`src/rtl/data_sram_axi_bridge_if.sv`:
```
// ============================================================================
//  Module   : data_sram_axi_bridge_if
//  Purpose  : CPU data-SRAM port plus single-beat AXI4 read/write channels.
//  Revision : 1.0 - initial release
// ============================================================================
`timescale 1ns/1ps
`default_nettype none

interface data_sram_axi_bridge_if #(
    parameter int ADDR_W = 32,
    parameter int DATA_W = 32
);
    // CPU data-SRAM side
    logic              data_sram_en;
    logic [3:0]        data_sram_wen;
    logic [ADDR_W-1:0] data_sram_addr;
    logic [DATA_W-1:0] data_sram_wdata;
    logic [DATA_W-1:0] data_sram_rdata;
    logic              stallreq;

    // AXI read address / data
    logic [3:0]        arid;
    logic [ADDR_W-1:0] araddr;
    logic [2:0]        arsize;
    logic              arvalid;
    logic              arready;
    logic [DATA_W-1:0] rdata;
    logic              rvalid;
    logic              rready;

    // AXI write address / data / response
    logic [3:0]        awid;
    logic [ADDR_W-1:0] awaddr;
    logic [2:0]        awsize;
    logic              awvalid;
    logic              awready;
    logic [DATA_W-1:0] wdata;
    logic [3:0]        wstrb;
    logic              wvalid;
    logic              wready;
    logic              bvalid;
    logic              bready;

    // The bridge: slave to the core, master on AXI
    modport master (
        input  data_sram_en, data_sram_wen, data_sram_addr, data_sram_wdata,
        output data_sram_rdata, stallreq,
        output arid, araddr, arsize, arvalid,
        input  arready,
        input  rdata, rvalid,
        output rready,
        output awid, awaddr, awsize, awvalid,
        input  awready,
        output wdata, wstrb, wvalid,
        input  wready,
        input  bvalid,
        output bready
    );

    // Everything around the bridge: the core and the AXI interconnect
    modport slave (
        output data_sram_en, data_sram_wen, data_sram_addr, data_sram_wdata,
        input  data_sram_rdata, stallreq,
        input  arid, araddr, arsize, arvalid,
        output arready,
        output rdata, rvalid,
        input  rready,
        input  awid, awaddr, awsize, awvalid,
        output awready,
        input  wdata, wstrb, wvalid,
        output wready,
        output bvalid,
        input  bready
    );
endinterface

`default_nettype wire

```
`src/rtl/data_sram_axi_bridge.sv`:
```
// ============================================================================
//  Module   : data_sram_axi_bridge
//  Purpose  : Turns each data-SRAM request into one single-beat AXI4 read or
//             write, stalling the pipeline until the transaction completes.
//  Revision : 1.0 - initial release
// ============================================================================
`timescale 1ns/1ps
`default_nettype none

module data_sram_axi_bridge #(
    parameter logic [3:0] AXI_ID = 4'd1,
    parameter int         ADDR_W = 32,
    parameter int         DATA_W = 32
) (
    input wire                     clk,
    input wire                     rst,
    data_sram_axi_bridge_if.master bus
);

    localparam logic [2:0] c_axi_size = 3'b010;

    typedef enum logic [2:0] {
        IDLE    = 3'd0,
        RD_AR   = 3'd1,
        RD_R    = 3'd2,
        WR_AW_W = 3'd3,
        WR_B    = 3'd4,
        DONE    = 3'd5
    } state_t;

    state_t            r_state;
    state_t            w_state_nxt;

    logic [ADDR_W-1:0] r_addr;
    logic [3:0]        r_wen;
    logic [DATA_W-1:0] r_wdata;
    logic [DATA_W-1:0] r_rdata;
    logic              r_aw_done;
    logic              r_w_done;

    logic              w_accept;
    logic              w_aw_hs;
    logic              w_w_hs;
    logic              w_aw_fin;
    logic              w_w_fin;

    logic              w_stallreq;
    logic              w_arvalid;
    logic              w_rready;
    logic              w_awvalid;
    logic              w_wvalid;
    logic              w_bready;

    assign w_accept = (r_state == IDLE) && bus.data_sram_en;

    // AW and W complete independently; the phase ends once both are done
    assign w_aw_hs  = (r_state == WR_AW_W) && !r_aw_done && bus.awready;
    assign w_w_hs   = (r_state == WR_AW_W) && !r_w_done  && bus.wready;
    assign w_aw_fin = r_aw_done || w_aw_hs;
    assign w_w_fin  = r_w_done  || w_w_hs;

    always_ff @(posedge clk or posedge rst) begin
        if (rst) begin
            r_state <= IDLE;
        end else begin
            r_state <= w_state_nxt;
        end
    end

    always_comb begin
        w_state_nxt = r_state;
        w_stallreq  = 1'b0;
        w_arvalid   = 1'b0;
        w_rready    = 1'b0;
        w_awvalid   = 1'b0;
        w_wvalid    = 1'b0;
        w_bready    = 1'b0;
        case (r_state)
            IDLE: begin
                if (bus.data_sram_en) begin
                    w_stallreq  = 1'b1;
                    w_state_nxt = (bus.data_sram_wen == 4'b0000) ? RD_AR : WR_AW_W;
                end
            end
            RD_AR: begin
                w_stallreq = 1'b1;
                w_arvalid  = 1'b1;
                if (bus.arready) begin
                    w_state_nxt = RD_R;
                end
            end
            RD_R: begin
                w_stallreq = 1'b1;
                w_rready   = 1'b1;
                if (bus.rvalid) begin
                    w_state_nxt = DONE;
                end
            end
            WR_AW_W: begin
                w_stallreq = 1'b1;
                w_awvalid  = !r_aw_done;
                w_wvalid   = !r_w_done;
                if (w_aw_fin && w_w_fin) begin
                    w_state_nxt = WR_B;
                end
            end
            WR_B: begin
                w_stallreq = 1'b1;
                w_bready   = 1'b1;
                if (bus.bvalid) begin
                    w_state_nxt = DONE;
                end
            end
            // en seen here still belongs to the finished access
            DONE: begin
                w_state_nxt = IDLE;
            end
            default: begin
                w_state_nxt = IDLE;
            end
        endcase
    end

    always_ff @(posedge clk or posedge rst) begin
        if (rst) begin
            r_addr    <= '0;
            r_wen     <= '0;
            r_wdata   <= '0;
            r_rdata   <= '0;
            r_aw_done <= 1'b0;
            r_w_done  <= 1'b0;
        end else begin
            if (w_accept) begin
                r_addr    <= bus.data_sram_addr;
                r_wen     <= bus.data_sram_wen;
                r_wdata   <= bus.data_sram_wdata;
                r_aw_done <= 1'b0;
                r_w_done  <= 1'b0;
            end
            if (w_aw_hs) begin
                r_aw_done <= 1'b1;
            end
            if (w_w_hs) begin
                r_w_done <= 1'b1;
            end
            if ((r_state == RD_R) && bus.rvalid) begin
                r_rdata <= bus.rdata;
            end
        end
    end

    assign bus.stallreq        = w_stallreq;
    assign bus.data_sram_rdata = r_rdata;

    assign bus.arid    = AXI_ID;
    assign bus.arsize  = c_axi_size;
    assign bus.araddr  = r_addr;
    assign bus.arvalid = w_arvalid;
    assign bus.rready  = w_rready;

    assign bus.awid    = AXI_ID;
    assign bus.awsize  = c_axi_size;
    assign bus.awaddr  = r_addr;
    assign bus.awvalid = w_awvalid;
    assign bus.wdata   = r_wdata;
    assign bus.wstrb   = r_wen;
    assign bus.wvalid  = w_wvalid;
    assign bus.bready  = w_bready;

endmodule

`default_nettype wire

```
`src/flat_wrapper.sv`:
```
// flat-port wrapper written by rule: the top's interface ports become plain ports
module data_sram_axi_bridge_flat 
#(
    parameter logic [3:0] AXI_ID = 4'd1,
    parameter int         ADDR_W = 32,
    parameter int         DATA_W = 32
)
  (clk, rst, bus_data_sram_en, bus_data_sram_wen, bus_data_sram_addr, bus_data_sram_wdata, bus_data_sram_rdata, bus_stallreq, bus_arid, bus_araddr, bus_arsize, bus_arvalid, bus_arready, bus_rdata, bus_rvalid, bus_rready, bus_awid, bus_awaddr, bus_awsize, bus_awvalid, bus_awready, bus_wdata, bus_wstrb, bus_wvalid, bus_wready, bus_bvalid, bus_bready);
  data_sram_axi_bridge_if #(.ADDR_W(ADDR_W), .DATA_W(DATA_W)) bus_i ();
  input wire clk;
  input wire rst;
  input wire logic [$bits(bus_i.data_sram_en)-1:0] bus_data_sram_en;
  input wire logic [$bits(bus_i.data_sram_wen)-1:0] bus_data_sram_wen;
  input wire logic [$bits(bus_i.data_sram_addr)-1:0] bus_data_sram_addr;
  input wire logic [$bits(bus_i.data_sram_wdata)-1:0] bus_data_sram_wdata;
  output wire logic [$bits(bus_i.data_sram_rdata)-1:0] bus_data_sram_rdata;
  output wire logic [$bits(bus_i.stallreq)-1:0] bus_stallreq;
  output wire logic [$bits(bus_i.arid)-1:0] bus_arid;
  output wire logic [$bits(bus_i.araddr)-1:0] bus_araddr;
  output wire logic [$bits(bus_i.arsize)-1:0] bus_arsize;
  output wire logic [$bits(bus_i.arvalid)-1:0] bus_arvalid;
  input wire logic [$bits(bus_i.arready)-1:0] bus_arready;
  input wire logic [$bits(bus_i.rdata)-1:0] bus_rdata;
  input wire logic [$bits(bus_i.rvalid)-1:0] bus_rvalid;
  output wire logic [$bits(bus_i.rready)-1:0] bus_rready;
  output wire logic [$bits(bus_i.awid)-1:0] bus_awid;
  output wire logic [$bits(bus_i.awaddr)-1:0] bus_awaddr;
  output wire logic [$bits(bus_i.awsize)-1:0] bus_awsize;
  output wire logic [$bits(bus_i.awvalid)-1:0] bus_awvalid;
  input wire logic [$bits(bus_i.awready)-1:0] bus_awready;
  output wire logic [$bits(bus_i.wdata)-1:0] bus_wdata;
  output wire logic [$bits(bus_i.wstrb)-1:0] bus_wstrb;
  output wire logic [$bits(bus_i.wvalid)-1:0] bus_wvalid;
  input wire logic [$bits(bus_i.wready)-1:0] bus_wready;
  input wire logic [$bits(bus_i.bvalid)-1:0] bus_bvalid;
  output wire logic [$bits(bus_i.bready)-1:0] bus_bready;
  assign bus_i.data_sram_en = bus_data_sram_en;
  assign bus_i.data_sram_wen = bus_data_sram_wen;
  assign bus_i.data_sram_addr = bus_data_sram_addr;
  assign bus_i.data_sram_wdata = bus_data_sram_wdata;
  assign bus_data_sram_rdata = bus_i.data_sram_rdata;
  assign bus_stallreq = bus_i.stallreq;
  assign bus_arid = bus_i.arid;
  assign bus_araddr = bus_i.araddr;
  assign bus_arsize = bus_i.arsize;
  assign bus_arvalid = bus_i.arvalid;
  assign bus_i.arready = bus_arready;
  assign bus_i.rdata = bus_rdata;
  assign bus_i.rvalid = bus_rvalid;
  assign bus_rready = bus_i.rready;
  assign bus_awid = bus_i.awid;
  assign bus_awaddr = bus_i.awaddr;
  assign bus_awsize = bus_i.awsize;
  assign bus_awvalid = bus_i.awvalid;
  assign bus_i.awready = bus_awready;
  assign bus_wdata = bus_i.wdata;
  assign bus_wstrb = bus_i.wstrb;
  assign bus_wvalid = bus_i.wvalid;
  assign bus_i.wready = bus_wready;
  assign bus_i.bvalid = bus_bvalid;
  assign bus_bready = bus_i.bready;
  data_sram_axi_bridge #(.AXI_ID(AXI_ID), .ADDR_W(ADDR_W), .DATA_W(DATA_W)) u_core (.clk(clk), .rst(rst), .bus(bus_i));
endmodule
```
`config.mk`:
```
export PLATFORM = sky130hd
export DESIGN_NAME = data_sram_axi_bridge_flat
export DESIGN_NICKNAME = d
export VERILOG_FILES = /design/src/rtl/data_sram_axi_bridge_if.sv /design/src/rtl/data_sram_axi_bridge.sv /design/src/flat_wrapper.sv
export SDC_FILE = /design/constraint.sdc
export NUM_CORES = 1
export LEC_CHECK = 0
export ABC_AREA = 1
export ABC_CLOCK_PERIOD_IN_PS = 3300
export BUFFER_PORTS_ARGS = -buffer_cell sky130_fd_sc_hd__buf_2
export CAP_MARGIN = 30
export CORE_ASPECT_RATIO = 1.5
export CORE_MARGIN = 4
export CORE_UTILIZATION = 44
export CTS_CLUSTER_DIAMETER = 100
export DETAILED_ROUTE_END_ITERATION = 10
export GPL_ROUTABILITY_DRIVEN = 0
export PLACE_DENSITY = 0.8
export SLEW_MARGIN = 20
export SYNTH_ARGS = -nofsm -noshare
export SYNTH_HDL_FRONTEND = slang
export SYNTH_SLANG_ARGS = --single-unit
```
`constraint.sdc`:
```
create_clock -name clk -period 3.3 [get_ports clk]
set_clock_uncertainty 0.2 [all_clocks]
set_input_delay 0 -clock clk [delete_from_list [all_inputs] [get_ports clk]]
set_output_delay 0 -clock clk [all_outputs]
set_load 0.05 [all_outputs]
```
## Yosys cells after proc, flatten, opt, wreduce, memory -nomap -nowiden

Cells that the tools add are included.

- Word-level logic and storage cells: 50
- Input bits: 108
- Bits in registers: 105
- Output and inout port bits: 152

- Mux-type cells: 17
- Reductions and logical operators: 17
- Equal/unequal tests: 9

Operator list:

| kind | count |
|---|---|
| $mux 3 | 5 |
| $pmux 3 s5 | 1 |
| $ne 2x2->1 const B | 5 |
| $mux 1 | 9 |
| $logic_and 1x1->1 | 7 |
| $eq 3x2->1 const B | 2 |
| $reduce_and 5->1 | 1 |
| $logic_not 4->1 | 1 |
| $reduce_bool 2->1 | 2 |
| $reduce_or 4->1 | 1 |
| $eq 3x1->1 const B | 1 |
| $eq 3x3->1 const B | 1 |
| $logic_not 3->1 | 1 |
| $logic_not 1->1 | 2 |
| $logic_or 1x1->1 | 2 |
| $mux 2 | 1 |
| $pmux 1 s2 | 1 |

## Longest topological paths before layout

Gate-level depths: netlist of the first run.

- Word-level depth: 7
- Depth in mapped cells: 9
- Gate-level depth less buffers: 8

## Worst setup path after synthesis of the first run

No wires, ideal clock.

- Path kind: reg-to-reg
- Start: reg u_core.r_state[0]
- End: reg u_core.r_aw_done
- Required time: 3.023 ns
- Path slack: 1.203 ns
- Period minus slack after synthesis: 2.097 ns
- Library setup time: 0.077 ns
- Stages on the path, launching flop included: 6
- Path buffers: 1
- Arrival: 1.820 ns
- Cell sequence: dfrtp_1 > buf_4 > nand2_1 > nor3_1 > a21oi_1 > nor2_1

- Longest elaborated chain between the ends: 4
- Elaborated cells between the ends (all ways): 7
- Those cells by class: eq/ne (1); mux (1); reduce/logical (5)

RTL lines:

| item | RTL line | source |
|---|---|---|
| start: declaration | data_sram_axi_bridge.sv:31 | `state_t r_state;` |
| start signal: assignment | data_sram_axi_bridge.sv:66 | `r_state <= w_state_nxt;` |
| $eq 3x2->1 | data_sram_axi_bridge.sv:57 | `assign w_aw_hs = (r_state == WR_AW_W) && !r_aw_done && bus.awready;` |
| $logic_and 1x1->1 (2 in a row) | data_sram_axi_bridge.sv:57 |  |
| $mux 1 / $reduce_bool 2->1 (equally long branches) | -- |  |
| end signal: assignment | data_sram_axi_bridge.sv:130 | `r_aw_done <= 1'b0;` |
| end signal: assignment | data_sram_axi_bridge.sv:137 | `r_aw_done <= 1'b0;` |
| end signal: assignment | data_sram_axi_bridge.sv:141 | `r_aw_done <= 1'b1;` |
| end: declaration | data_sram_axi_bridge.sv:38 | `logic r_aw_done;` |

Several ways; a longest one is shown, not always the timed one.
A chain may end at the register's enable or synchronous reset.

## Final worst setup path of the first run

- Start: reg u_core.r_state[0]
- End: out bus_stallreq

- Longest elaborated chain between the ends: 3
- Elaborated cells between the ends (all ways): 7
- Those cells by class: eq/ne (4); mux (1); reduce/logical (2)

RTL lines:

| item | RTL line | source |
|---|---|---|
| $eq 3x1->1 (tied with other cells) | data_sram_axi_bridge.sv:78 | `case (r_state)` |
| $reduce_or 4->1 (no source line) | -- |  |
| $pmux 1 s2 (*) | data_sram_axi_bridge.sv:78 |  |
| end: declaration | flat_wrapper.sv:17 | `output wire logic [$bits(bus_i.stallreq)-1:0] bus_stallreq;` |

Every way passes the cells marked *; elsewhere a longest branch is shown, timed or not.

==> impl_results.rst, run 1 <==
.. list-table::
   :header-rows: 1

   * - Metric
     - Value
   * - Result of the run
     - finished clean
   * - Top Metal Used
     - met4
   * - Endpoints failing hold
     - 0
   * - Clock latency reported for the late side of the worst-skew pair
     - 330 ps
   * - Worst slew slack as a fraction of its limit
     - 0.503
   * - Transition at the pin with the smallest max-transition slack
     - 745 ps
   * - Core Box Area
     - 0.0101 mm²
   * - Post-DP HPWL
     - 8.71 mm
   * - # Max-Cap Violations
     - 0
   * - Post-placement setup slack
     - 1290 ps
   * - Sequential area share after synthesis
     - 0.574
   * - Routed len/inst
     - 15.4 µm
   * - Multi-input gate area
     - 0.00144 mm²
   * - Post CTS Setup Buffer Count
     - 0
   * - Flip-flop and latch count after synthesis
     - 105
   * - Drt first-iter violations
     - 368
   * - Leakage
     - 4.06 nW
   * - Highest clock frequency the design can meet
     - 0.428 GHz
   * - CTS Root Buffer Type
     - sky130_fd_sc_hd__clkbuf_16
   * - Total congestion overflow
     - 0
   * - Max VDD drop
     - 0.718 mV
   * - Largest buffer count on any clock path
     - 2
   * - Overall routing resource usage
     - 0.248
   * - Endpoint class of the critical path
     - primary output
   * - Summed negative setup slack over all endpoints
     - 0 ps
   * - Count of buffers inserted at the top-level ports
     - 245
   * - Worst min-delay path class
     - input port to register
   * - Required time of the critical path
     - 3100 ps
   * - Routed Antenna Nets
     - 0
   * - Remaining routing DRC violations
     - 0
   * - Finish-stage setup viols
     - 0
   * - Unrepaired setup endpoints after global routing
     - false
   * - Top library cells by usage in the layout, fill and taps aside
     - sky130_fd_sc_hd__nand2_1 (281), sky130_fd_sc_hd__buf_2 (245), sky130_fd_sc_hd__dlygate4sd3_1 (124)
   * - Layout cell share with drive strength beyond 1
     - 0.318
   * - Average instance area after synthesis
     - 8.64 µm²
   * - Initial antenna violation count
     - 1
   * - Arrival time at the worst endpoint
     - 2140 ps
   * - Row cnt
     - 45
   * - Number of global-route vias before repair
     - 4,872
   * - Combined area of all synthesized cells
     - 0.00458 mm²
   * - Die W
     - 91.3 µm
   * - Clock tree from TritonCTS
     - yes
   * - Number of nets at the end of the flow
     - 963
   * - First drt pass iteration count
     - 6
   * - CTS Buf Count
     - 9
   * - First-pass GRT wire length
     - 23.9 mm
   * - Kind of critical path
     - register to primary output
   * - Critical path peak fanout
     - 70
   * - Routed length on met1
     - 5.30 mm
   * - Area of the die
     - 0.0121 mm²
   * - Sort of element at the start of the critical path
     - register
   * - Met2 Routed Length
     - 8.11 mm
   * - Maximum number of pins on one net before global-route repair
     - 71
   * - Register area
     - 0.00263 mm²
   * - H-tree depth
     - 3
   * - Final worst path period need
     - 2340 ps
   * - Boundary pin count
     - 260
   * - Clock-pin transition on the worst setup and hold timing paths
     - 70 ps
   * - Number of filler cells placed in the layout
     - 725
   * - Power density over the cells
     - 1190 mW/mm²
   * - Max-slew violation count
     - 0
   * - Slack of the critical path
     - 962 ps
   * - Die Height
     - 133 µm
   * - Clock sinks
     - 105
   * - Cell count after synthesis
     - 530
   * - Share of the clock period used by the worst path
     - 0.708
   * - Via-per-instance ratio
     - 4.79
   * - Overall routed net length
     - 15.1 mm
   * - Met3 wirelength from detailed routing
     - 1.13 mm
   * - Count of cell types in the netlist
     - 22
   * - Most common cell after layout, fill and taps aside
     - sky130_fd_sc_hd__nand2_1
   * - Area growth from synthesis to final layout
     - 53.9%
   * - Synthesis Warnings
     - 0
   * - Post-CTS Resized
     - 0
   * - Total via count after detailed routing
     - 4,684
   * - Initial standard-cell utilization of the core
     - 0.452
state kept, by name (all words and copies together) (netlist names):
register,flops
u_core.bus.araddr,32
u_core.bus.data_sram_rdata,32
u_core.bus.wdata,32
u_core.bus.wstrb,4
u_core.r_state,3
u_core.r_aw_done,1
u_core.r_w_done,1
metal layers:
| metal | track usage | vias up |
|---|---|---|
| met2 | 0.454 | 259 |
| li1 | - | 2202 |
| met3 | 0.0660 | 46 |
| met1 | 0.261 | 2177 |
| met4 | 0.113 | 0 |
| met5 | 0 | - |
timing repair:
action / 4_1_cts / 5_1_grt
endpoints found under the hold margin: 157 / 0
setup endpoints to repair: 0 / 0
hold buffers: 124 / 0
synthesized netlist by cell type (all sizes together):
cell type	n	share of area
dfrtp	105	0.57
nand4	1	0.0014
inv	10	0.0082
a21oi	3	0.0033
nand3	37	0.042
nand3b	2	0.0033
nor3	2	0.0022
nor2	13	0.016
conb	2	0.0016
buf	63	0.11
a21boi	1	0.0016
nand2	283	0.23
clkbuf	8	0.0066
cell families after synthesis:
| logic type | count (synthesis) | synth area share |
|---|---|---|
| AO/OA/AOI/OAI | 4 | 0.00492 |
| buffers and inverters | 81 | 0.120 |
| flip-flops | 105 | 0.574 |
| other | 2 | 0.00164 |
| AND/OR/NAND/NOR | 338 | 0.299 |
final timing paths:
path / slack (ps) / startpoint / cells after the start / end
min: 30 / bus_rvalid / 3 / u_core.bus.data_sram_rdata[10]
max in group asynchronous: 2060 / rst / 4 / u_core.bus.wdata[27]
min reg2reg: 270 / u_core.bus.data_sram_rdata[18] / 2 / u_core.bus.data_sram_rdata[18]
max reg2reg: 1090 / u_core.r_state[0] / 8 / u_core.r_state[2]
max: 960 / u_core.r_state[0] / 5 / bus_stallreq
min in group asynchronous: 120 / rst / 3 / u_core.bus.data_sram_rdata[31]
final cells by class:
| type | instances | share of cell area |
|---|---|---|
| multi-input combinational | 356 | 0.205 |
| clock inverter | 4 | 0.00409 |
| inverter | 10 | 0.00569 |
| tap | 117 | 0.0208 |
| timing repair buffer | 373 | 0.356 |
| sequential | 105 | 0.373 |
| antenna | 1 | 0.000355 |
| clock buffer | 11 | 0.0345 |
per-stage QoR:
step | std cells | util | hold slack, ps | cell area, µm² | power (mW)
4_1_cts | 976 | 0.695 | 10.5 | 7040 | 8.30
3_3_place_gp | 837 | 0.545 | -61.5 | 5530 | 7.06
6_report | 977 | 0.695 | 25.3 | 7040 | 8.35
2_1_floorplan | 542 | - | -90.4 | 4620 | 6.30
5_1_grt | 977 | 0.695 | 56.6 | 7040 | 8.76
3_5_place_dp | 837 | 0.545 | -56.4 | 5530 | 7.14
power breakdown:
group	total [mW]	internal, mW	switching (mW)
sequential	2.29	1.88	0.414
combinational	5.06	1.09	3.98
clock	0.992	0.530	0.462
total	8.35	3.50	4.85
worst max-delay path, stage by stage (launching register included):
cell and delay, ps:
sky130_fd_sc_hd__dfrtp_1 570, sky130_fd_sc_hd__inv_1 150, sky130_fd_sc_hd__nand3_2 120, sky130_fd_sc_hd__buf_4 570, sky130_fd_sc_hd__nand4_1 140, sky130_fd_sc_hd__buf_2 260
Note: power is estimated with default switching activity, not from simulation.
==> run 2: changes to the inputs <==
--- a/config.mk
+++ b/config.mk
@@ -6,16 +6,16 @@
 export NUM_CORES = 1
 export LEC_CHECK = 0
 export ABC_AREA = 1
-export ABC_CLOCK_PERIOD_IN_PS = 3300
+export ABC_CLOCK_PERIOD_IN_PS = 2100
 export BUFFER_PORTS_ARGS = -buffer_cell sky130_fd_sc_hd__buf_2
 export CAP_MARGIN = 30
 export CORE_ASPECT_RATIO = 1.5
 export CORE_MARGIN = 4
-export CORE_UTILIZATION = 44
+export CORE_UTILIZATION = 40
 export CTS_CLUSTER_DIAMETER = 100
 export DETAILED_ROUTE_END_ITERATION = 10
 export GPL_ROUTABILITY_DRIVEN = 0
-export PLACE_DENSITY = 0.8
+export PLACE_DENSITY = 0.77
 export SLEW_MARGIN = 20
 export SYNTH_ARGS = -nofsm -noshare
 export SYNTH_HDL_FRONTEND = slang
==> constraint.sdc (replaced) <==
create_clock -name clk -period 2.1 [get_ports clk]
set_clock_uncertainty 0.2 [all_clocks]
set_input_delay 0 -clock clk [delete_from_list [all_inputs] [get_ports clk]]
set_output_delay 0 -clock clk [all_outputs]
set_load 0.05 [all_outputs]
==> impl_results.rst, run 2 (synthesis gave the netlist of run 1 again) <==
.. list-table::
   :header-rows: 1

   * - Metric
     - Value
   * - H-tree depth
     - 3
   * - Core Box Area
     - 0.0111 mm²
   * - Remaining routing DRC violations
     - 0
   * - CTS Buf Count
     - 9
   * - Initial antenna violation count
     - 0
   * - Power density over the cells
     - 1880 mW/mm²
   * - Most common cell after layout, fill and taps aside
     - sky130_fd_sc_hd__nand2_1
   * - Endpoints failing hold
     - 0
   * - Area of the die
     - 0.0133 mm²
   * - Required time of the critical path
     - 1900 ps
   * - CTS Root Buffer Type
     - sky130_fd_sc_hd__clkbuf_16
   * - Critical path peak fanout
     - 33
   * - Total Power Consumption
     - 13.1 mW
   * - First drt pass iteration count
     - 5
   * - Finish-stage setup viols
     - 0
   * - Number of nets at the end of the flow
     - 948
   * - Hold_ws
     - 5.88 ps
   * - Library cell contributing the largest single delay on the critical path
     - sky130_fd_sc_hd__dfrtp_1
   * - First-pass GRT wire length
     - 22.4 mm
   * - Overall routing resource usage
     - 0.218
   * - Reg-to-reg setup timing slack
     - 430 ps
   * - Endpoint class of the critical path
     - primary output
   * - Top library cells by usage in the layout, fill and taps aside
     - sky130_fd_sc_hd__nand2_1 (281), sky130_fd_sc_hd__buf_2 (245), sky130_fd_sc_hd__dlygate4sd3_1 (106)
   * - Routed len/inst
     - 14.5 µm
   * - DP Area
     - 0.00561 mm²
   * - Layout cell share with drive strength beyond 1
     - 0.328
   * - Die Height
     - 139 µm
   * - Post CTS Setup Buffer Count
     - 0
   * - Share of the clock period used by the worst path
     - 0.941
   * - Routed Antenna Nets
     - 0
   * - Row cnt
     - 47
   * - Clock-pin transition on the worst setup and hold timing paths
     - 70 ps
   * - Via-per-instance ratio
     - 4.59
   * - Die W
     - 95.3 µm
   * - Initial standard-cell utilization of the core
     - 0.412
   * - Worst min-delay path class
     - input port to register
   * - Kind of critical path
     - register to primary output
   * - Largest buffer count on any clock path
     - 2
   * - Overall routed net length
     - 14.4 mm
   * - Boundary pin count
     - 260
   * - Summed negative setup slack over all endpoints
     - 0 ps
   * - Number of global-route vias before repair
     - 4,545
   * - Count of buffers inserted at the top-level ports
     - 245
   * - Result of the run
     - finished clean
   * - Top Family by Delay on Critical Path
     - buffers and inverters
   * - Leakage
     - 4.07 nW
   * - Design Area, Final
     - 0.00698 mm²
   * - Final worst path period need
     - 1980 ps
   * - Clock tree from TritonCTS
     - yes
   * - Transition at the pin with the smallest max-transition slack
     - 593 ps
   * - Maximum number of pins on one net before global-route repair
     - 106
   * - Critical path cell sequence
     - nor2_2 > inv_2 > nor2_8 > buf_6 > buf_2
   * - Arrival time at the worst endpoint
     - 1780 ps
   * - Drt first-iter violations
     - 241
   * - Total via count after detailed routing
     - 4,549
   * - Unrepaired setup endpoints after global routing
     - false
   * - Max VDD drop
     - 0.975 mV
   * - Total buffers and inverters traversed by the critical path
     - 3
   * - Number of filler cells placed in the layout
     - 905
   * - Clock latency reported for the late side of the worst-skew pair
     - 340 ps
   * - Area growth from synthesis to final layout
     - 52.4%
   * - Max-slew violation count
     - 0
   * - Clock sinks
     - 105
   * - Total congestion overflow
     - 0
   * - # Max-Cap Violations
     - 0
   * - ANT cells
     - 0
   * - Worst slew slack as a fraction of its limit
     - 0.605
   * - Sort of element at the start of the critical path
     - register
   * - Longest individual stage delay on the worst path
     - 480 ps
   * - Highest clock frequency the design can meet
     - 0.506 GHz
   * - Post-DP HPWL
     - 8.65 mm
-- run 2: final timing paths --
check | start | to | cells after the start
worst max-delay path | u_core.r_state[2] | bus_rready | 5
worst min-delay path | bus_rvalid | u_core.r_state[2] | 7
worst max register to register | u_core.r_state[2] | u_core.bus.data_sram_rdata[20] | 6
worst min register to register | u_core.bus.data_sram_rdata[18] | u_core.bus.data_sram_rdata[18] | 2
max in group asynchronous | rst | u_core.bus.wdata[24] | 4
min in group asynchronous | rst | u_core.bus.wdata[17] | 4
-- run 2: per-stage QoR --
step | worst slack, ps | std cells | util
2_1_floorplan | 3.18 | 542 | -
3_3_place_gp | 415 | 870 | 0.505
3_5_place_dp | 391 | 870 | 0.505
4_1_cts | 24.6 | 992 | 0.627
5_1_grt | 20.3 | 992 | 0.628
6_report | 124 | 992 | 0.628
-- run 2: power breakdown --
group,total (mW),internal [mW],switching [mW]
Sequential,3.59,2.96,0.637
Combinational,7.83,1.67,6.16
Clock,1.69,0.941,0.745
Total,13.1,5.57,7.54
-- run 2: layout make-up --
cell class / count / area (µm²) / area share
clock inverter: 6 / 70.1 / 0.0100
tap: 147 / 184 / 0.0264
clock buffer: 10 / 229 / 0.0328
sequential: 105 / 2630 / 0.377
timing repair buffer: 358 / 2380 / 0.341
multi-input combinational: 356 / 1440 / 0.207
inverter: 10 / 41.3 / 0.00592
-- run 2: layer usage --
layer | share of wire | wire, µm | GRT usage
met1 | 0.35 | 5080 | 0.232
met2 | 0.54 | 7820 | 0.399
met3 | 0.073 | 1050 | 0.0429
met4 | 0.033 | 469 | 0.101
met5 | 0 | 0 | 0
-- run 2: timing repair --
item / in CTS / in global routing
hold buffers: 106 / 0
endpoints found under the hold margin: 210 / 0
endpoints found under the setup margin: 0 / 1
gates resized for setup: 0 / 1
-- run 2: worst register-to-register path: stages, from the launching register on --
cell                      delay [ps]
sky130_fd_sc_hd__dfrtp_1         480
sky130_fd_sc_hd__nor2_2          180
sky130_fd_sc_hd__inv_2            90
sky130_fd_sc_hd__nor2_8          110
sky130_fd_sc_hd__buf_6           260
sky130_fd_sc_hd__nand3_1         180
sky130_fd_sc_hd__nand2_1         110
